==> src/rtl/ann_weight_pkg.sv <==
// Shared widths and the reader FSM state type for the ANN layer weight path.
// Default widths describe one neuron's weight BRAM; the stream readers derive their parameters from them.
package ann_weight_pkg;
    localparam int WEIGHT_W           = 16;
    localparam int WEIGHT_ADDR_W      = 5;
    localparam int WEIGHTS_PER_NEURON = 28;

    typedef enum logic [1:0] {
        IDLE  = 2'd0,
        RUN   = 2'd1,
        DRAIN = 2'd2,
        FIN   = 2'd3
    } reader_state_t;
endpackage

==> src/rtl/weight_skid_buf.sv <==
// Two-entry valid/ready FIFO carrying {data, idx, last} from the BRAM read port to the MAC.
// Latency: a word pushed on an edge is at the head after that edge if the buffer was empty.
// Backpressure: holds the head stable while pop_rdy is low; the producer must not push when full.
module weight_skid_buf #(
    parameter int DATA_W = 16,
    parameter int ADDR_W = 5
) (
    input  logic              clk,
    input  logic              rst_n,
    input  logic              push_vld,
    input  logic [DATA_W-1:0] push_dat,
    input  logic [ADDR_W-1:0] push_idx,
    input  logic              push_last,
    input  logic              pop_rdy,
    output logic              head_vld,
    output logic [DATA_W-1:0] head_dat,
    output logic [ADDR_W-1:0] head_idx,
    output logic              head_last,
    output logic [1:0]        count
);
    typedef struct packed {
        logic [DATA_W-1:0] dat;
        logic [ADDR_W-1:0] idx;
        logic              last;
    } entry_t;

    entry_t     ent0_q, ent0_d, ent1_q, ent1_d, in_ent;
    logic [1:0] cnt_q, cnt_d;
    logic       pop, push;

    assign in_ent = {push_dat, push_idx, push_last};
    assign pop    = pop_rdy && (cnt_q != 2'd0);
    assign push   = push_vld && ((cnt_q != 2'd2) || pop);

    always_comb begin
        ent0_d = ent0_q;
        ent1_d = ent1_q;
        cnt_d  = cnt_q;
        case ({push, pop})
            2'b10: begin
                if (cnt_q == 2'd0) ent0_d = in_ent;
                else               ent1_d = in_ent;
                cnt_d = cnt_q + 2'd1;
            end
            2'b01: begin
                ent0_d = ent1_q;
                cnt_d  = cnt_q - 2'd1;
            end
            2'b11: begin
                if (cnt_q == 2'd1) begin
                    ent0_d = in_ent;
                end else begin
                    ent0_d = ent1_q;
                    ent1_d = in_ent;
                end
            end
            default: ;
        endcase
    end

    always_ff @(posedge clk or negedge rst_n) begin
        if (!rst_n) begin
            ent0_q <= '0;
            ent1_q <= '0;
            cnt_q  <= 2'd0;
        end else begin
            ent0_q <= ent0_d;
            ent1_q <= ent1_d;
            cnt_q  <= cnt_d;
        end
    end

    assign head_vld  = (cnt_q != 2'd0);
    assign head_dat  = ent0_q.dat;
    assign head_idx  = ent0_q.idx;
    assign head_last = ent0_q.last;
    assign count     = cnt_q;
endmodule

==> src/rtl/weight_stream_reader.sv <==
// Streams addresses 0..DEPTH-1 of a negedge weight BRAM to a MAC; WEIGHT_READER_LOAD_EN adds an IDLE-time loader.
// Latency: START at edge N issues address 0 after N, W_VALID after N+1; one word/cycle with W_READY high.
// Backpressure: reads issue only while buffered + in-flight words stay within the 2-entry skid buffer.
module weight_stream_reader
    import ann_weight_pkg::*;
#(
    parameter int DATA_W = WEIGHT_W,
    parameter int ADDR_W = WEIGHT_ADDR_W,
    parameter int DEPTH  = WEIGHTS_PER_NEURON
) (
    input  logic              CLK,
    input  logic              RST_N,
    input  logic              START,
`ifdef WEIGHT_READER_LOAD_EN
    input  logic              LD_VALID,
    input  logic [DATA_W-1:0] LD_DATA,
`endif
    output logic              BUSY,
    output logic              DONE,
    output logic              BRAM_EN,
    output logic              BRAM_WE,
    output logic [ADDR_W-1:0] BRAM_ADDR,
    output logic [DATA_W-1:0] BRAM_DI,
    input  logic [DATA_W-1:0] BRAM_DO,
    output logic [DATA_W-1:0] W_DATA,
    output logic              W_VALID,
    input  logic              W_READY,
    output logic              W_LAST,
    output logic [ADDR_W-1:0] W_IDX
);
    localparam logic [ADDR_W-1:0] LAST_ADDR = ADDR_W'(DEPTH - 1);

    reader_state_t     state_q, state_d;
    logic [ADDR_W-1:0] rd_ptr_q, rd_ptr_d, addr_q, addr_d;
    logic              en_q, en_d, inflight_q, inflight_d;
    logic              buf_vld, buf_last, pop, credit, ld_take;
    logic [1:0]        buf_cnt, occ_next;
    logic [DATA_W-1:0] buf_dat;
    logic [ADDR_W-1:0] buf_idx;

`ifdef WEIGHT_READER_LOAD_EN
    logic              we_q, we_d;
    logic [DATA_W-1:0] di_q, di_d;
    logic [ADDR_W-1:0] ld_ptr_q, ld_ptr_d;
    assign ld_take = LD_VALID && (state_q == IDLE);
`else
    assign ld_take = 1'b0;
`endif

    // Occupancy as it will stand after this edge: the word in flight lands, the head may leave.
    assign pop      = buf_vld && W_READY;
    assign occ_next = buf_cnt + {1'b0, inflight_q} - {1'b0, pop};
    assign credit   = (occ_next < 2'd2);

    always_comb begin
        state_d    = state_q;
        rd_ptr_d   = rd_ptr_q;
        addr_d     = addr_q;
        en_d       = 1'b0;
        inflight_d = 1'b0;
`ifdef WEIGHT_READER_LOAD_EN
        we_d       = 1'b0;
        di_d       = '0;
        ld_ptr_d   = ld_ptr_q;
`endif
        case (state_q)
            IDLE: begin
                if (ld_take) begin
`ifdef WEIGHT_READER_LOAD_EN
                    en_d     = 1'b1;
                    we_d     = 1'b1;
                    di_d     = LD_DATA;
                    addr_d   = ld_ptr_q;
                    ld_ptr_d = (ld_ptr_q == LAST_ADDR) ? '0 : ld_ptr_q + ADDR_W'(1);
`endif
                end else if (START) begin
                    state_d    = RUN;
                    en_d       = 1'b1;
                    inflight_d = 1'b1;
                    addr_d     = '0;
                    rd_ptr_d   = ADDR_W'(1);
                end
            end
            RUN: begin
                if (credit) begin
                    en_d       = 1'b1;
                    inflight_d = 1'b1;
                    addr_d     = rd_ptr_q;
                    if (rd_ptr_q == LAST_ADDR) state_d  = DRAIN;
                    else                       rd_ptr_d = rd_ptr_q + ADDR_W'(1);
                end
            end
            DRAIN: begin
                if (pop && buf_last) state_d = FIN;
            end
            default: state_d = IDLE;
        endcase
    end

    always_ff @(posedge CLK or negedge RST_N) begin
        if (!RST_N) begin
            state_q    <= IDLE;
            rd_ptr_q   <= '0;
            addr_q     <= '0;
            en_q       <= 1'b0;
            inflight_q <= 1'b0;
`ifdef WEIGHT_READER_LOAD_EN
            we_q       <= 1'b0;
            di_q       <= '0;
            ld_ptr_q   <= '0;
`endif
        end else begin
            state_q    <= state_d;
            rd_ptr_q   <= rd_ptr_d;
            addr_q     <= addr_d;
            en_q       <= en_d;
            inflight_q <= inflight_d;
`ifdef WEIGHT_READER_LOAD_EN
            we_q       <= we_d;
            di_q       <= di_d;
            ld_ptr_q   <= ld_ptr_d;
`endif
        end
    end

    // The BRAM holds DO between reads, so only the edge after an issued read captures it.
    weight_skid_buf #(.DATA_W(DATA_W), .ADDR_W(ADDR_W)) u_skid (
        .clk       (CLK),
        .rst_n     (RST_N),
        .push_vld  (inflight_q),
        .push_dat  (BRAM_DO),
        .push_idx  (addr_q),
        .push_last (addr_q == LAST_ADDR),
        .pop_rdy   (W_READY),
        .head_vld  (buf_vld),
        .head_dat  (buf_dat),
        .head_idx  (buf_idx),
        .head_last (buf_last),
        .count     (buf_cnt)
    );

    assign BUSY      = (state_q == RUN) || (state_q == DRAIN);
    assign DONE      = (state_q == FIN);
    assign BRAM_EN   = en_q;
    assign BRAM_ADDR = addr_q;
`ifdef WEIGHT_READER_LOAD_EN
    assign BRAM_WE   = we_q;
    assign BRAM_DI   = di_q;
`else
    assign BRAM_WE   = 1'b0;
    assign BRAM_DI   = '0;
`endif
    assign W_VALID   = buf_vld;
    assign W_DATA    = buf_dat;
    assign W_IDX     = buf_idx;
    assign W_LAST    = buf_last;
endmodule

==> config.mk <==
export PLATFORM = sky130hd
export DESIGN_NAME = weight_stream_reader
export DESIGN_NICKNAME = d
export VERILOG_FILES = /design/src/rtl/ann_weight_pkg.sv /design/src/rtl/weight_skid_buf.sv /design/src/rtl/weight_stream_reader.sv
export SDC_FILE = /design/constraint.sdc
export NUM_CORES = 1
export LEC_CHECK = 0
export CAP_MARGIN = 20
export CORE_UTILIZATION = 35
export DETAILED_ROUTE_END_ITERATION = 7
export PLACE_DENSITY_LB_ADDON = 0.15
export SETUP_SLACK_MARGIN = 0.3
export SLEW_MARGIN = 20
export SYNTH_ARGS = -nofsm -noshare
export SYNTH_HDL_FRONTEND = slang
export SYNTH_SLANG_ARGS = --single-unit
export TNS_END_PERCENT = 1
==> constraint.sdc <==
create_clock -name CLK -period 5.45 [get_ports CLK]
set_input_delay 0.545 -clock CLK [delete_from_list [all_inputs] [get_ports CLK]]
set_output_delay 0.545 -clock CLK [all_outputs]
set_load 0.02 [all_outputs]
==> out/qor.txt <==
Core occupancy in the finished layout = 45.7%
Fraction of the yosys area taken by sequential cells = 48.8%
Total number of yosys warnings = 0
GPL Wtd Cong = 0.820
Number of flops mapped to enable cells by yosys = 0
Slew of the pin with the lowest slew margin = 761 ps
Effective utilization at floorplan = 36.5%
Boundary pin count = 68
Synth cell types = 36
Kind of launch point of the worst setup path = flop
Per-instance average area after synthesis = 10.4 µm²
Final-report max-slew violation count = 0
Inserted Diodes = 0
Arrival time reported for the critical path endpoint = 2080 ps
Total of buffers placed on input and output ports = 50
Clock slew at the register clock pins of the worst setup and hold paths = 70 ps
Global-route wire length before repair = 10.7 mm
Total Wirelength = 6.37 mm
Antenna violation net count after detailed routing = 0
Fin. Hold Viols = 0
Detailed-router iteration count before antenna repair = 4
Fraction of final layout cells sized beyond drive strength 1 = 14.0%
Number of buffers inserted during clock tree synthesis = 9
Register bit count reported by yosys = 59
Max transition margin = 49.3%
Power density over cell area = 613 mW/mm²
Total of cells resized after clock tree synthesis = 0
Drt initial violations = 72
Clk root buf = clkbuf_8
Total number of vias = 2258
Type of destination of the critical path = output port
Maximum vdd drop = 0.271 mV
Mapped Cells = 292
Total of endpoints with negative setup slack in the final report = 0
Largest clock skew in the final design = 9.25 ps
Critical path peak fanout = 7
Maximum achievable frequency = 381 MHz
Number of max-cap violations = 0
CTS tree = built
Critical Path RT = 4910 ps
Clock Sinks = 59
Global-route usage over all layers = 15.6%
Outcome = finished clean
Vias in the first global route = 2185
Shortest clock period the worst path allows after layout = 2620 ps
Setup TNS = 0 ps
Hold_buf cts = 0
Die boundary height = 95.0 µm
Site row count = 33
Avg Vias per Cell = 4.97
Total number of nets in the final design = 373
Clock latency at the later pin of the worst-skew pair = 330 ps
Largest buffer count on any clock path = 2
Netlist area before placement = 0.00303 mm²
Setup repair after global routing missed its margin = no
Wire length per cell after detailed routing = 14.0 µm
HPWL reported at the end of detailed placement = 4.20 mm
Most instantiated flip-flop cell in the synthesis netlist = dfrtp_1
Horizontal die dimension = 95.0 µm
Largest net degree at the start of global routing = 60
Number of antenna violations at the first check in global routing = 0
HP Class = in2async
Share of flip-flops with an asynchronous set or reset = 100%
Area of the core region = 0.00830 mm²
Deepest level of the CTS H-tree = 3
CP Class = reg2out
Fraction of the cycle the final worst path needs = 48.1%
Leakage component of the power = 1.70 nW
Area enclosed by the die boundary = 0.00902 mm²
Area growth from synthesis to final layout = 25.2%
Overflow left after global routing = 0
Number of remaining DRC errors = 0
Buffers inserted during post-CTS setup optimization = 0
## critical path, stage by stage, from the launching register on
cell	delay [ps]
dfrtp_1	500
inv_1	200
ha_1	320
inv_1	130
clkdlybuf4s50_1	610
## power breakdown
part           switching (mW)  leakage (nW)  internal, mW
logic                   0.608         0.862         0.529
clock network           0.182         0.102         0.223
registers               0.148         0.735         0.633
## placed cells by master, fill, tap and decap left out, drive strengths merged, types with 2 or more instances in the layout
cell           instances
dfrtp                 59
a21oi                  5
nand2b                 2
clkinv                 4
nand3b                 4
inv                   10
clkdlybuf4s50         49
mux2                  22
mux2i                 13
nand3                 10
nor3b                  2
conb                  17
clkbuf                10
buf                    4
o21ai                  7
a22oi                 21
nor2                  11
nor2b                  5
nand2                 54
and2                   3
xnor2                  3
o211ai                 2
nand4                 11
ha                     9
## synthesized netlist by cell type (2+ instances only)
cell,n,area share [%]
nor2b_1,4,0.83
buf_4,17,4.2
inv_1,10,1.2
mux2_2,22,8.2
nand4_1,11,2.3
nand3_1,10,1.7
and2_1,3,0.62
o21ai_0,7,1.2
nand2_1,54,6.7
dfrtp_1,59,49
nand3b_1,4,0.99
o211ai_1,2,0.50
mux2i_1,12,4.0
a21oi_1,5,0.83
ha_1,9,3.7
xnor2_1,2,0.58
a22oi_1,21,5.2
clkbuf_1,11,1.4
nor2_1,11,1.4
nand2b_1,2,0.41
## per-layer routing
| metal | global-route usage [%] | share of wire [%] | routed length (µm) | up-vias |
|---|---|---|---|---|
| met5 | 0 | 0 | 0 | - |
| met4 | 7.20 | 1.4 | 91 | 0 |
| met3 | 2.98 | 4.1 | 259 | 8 |
| met2 | 23.5 | 45 | 2840 | 53 |
| met1 | 21.6 | 50 | 3180 | 1105 |
| li1 | - | - | - | 1092 |
## state kept, by name (all words and copies together), names as in the netlist, 2 cells and up
| register | cells |
|---|---|
| u_skid.head_dat | 16 |
| rd_ptr_q | 5 |
| state_q | 2 |
| u_skid.ent1_q | 22 |
| BRAM_ADDR | 5 |
| u_skid.count | 2 |
| u_skid.head_idx | 5 |
## cell families (layout without fill, tap and decap cells)
logic type	after synthesis	in the layout	synth area share, %
AOI/OAI and AO/OA	42	42	9.64
buffers and inverters	38	79	6.82
muxes	35	35	12.9
adders and majority gates	9	9	3.72
DFF	59	59	48.8
and+or+nand+nor	105	105	16.9
xor gates and xnor gates	3	3	1.12
other	1	17	0.124
## through the flow
| step | cells | hold WS (ps) | cell area, µm² | worst slack (ps) | power (mW) |
|---|---|---|---|---|---|
| after CTS | 454 | 384 | 3780 | 2750 | 2.35 |
| final | 454 | 355 | 3790 | 2830 | 2.32 |
| after global routing | 454 | 422 | 3790 | 2700 | 2.51 |
| after detailed placement | 438 | 472 | 3580 | 2560 | 1.94 |
| after floorplan | 308 | 249 | 3090 | 3290 | 1.54 |
| after global placement | 438 | 463 | 3570 | 2640 | 1.91 |
## final cells by class
type                            instances  area, µm²
Sequential cell                        59       1480
Timing Repair Buffer                   53        518
Multi-Input combinational cell        211       1420
Clock buffer                           10        138
Fill cell                             817       4510
Inverter                               10       37.5
Tap cell                              105        131
Clock inverter                          6       65.1
## final timing paths
| check | start | endpoint | slack (ps) | cells after the start |
|---|---|---|---|---|
| setup / recovery | u_skid.count[1] | W_VALID | 2830 | 4 |
| hold / removal | RST_N | u_skid.ent1_q[10] | 350 | 2 |
| setup reg to reg | u_skid.count[1] | BRAM_ADDR[3] | 2970 | 7 |
| hold reg to reg | u_skid.ent1_q[10] | u_skid.head_dat[4] | 490 | 2 |
| max in group asynchronous | RST_N | u_skid.head_idx[0] | 4580 | 2 |
| min in group CLK | u_skid.ent1_q[10] | u_skid.head_dat[4] | 490 | 2 |
Power figures use the tool's default switching activity.
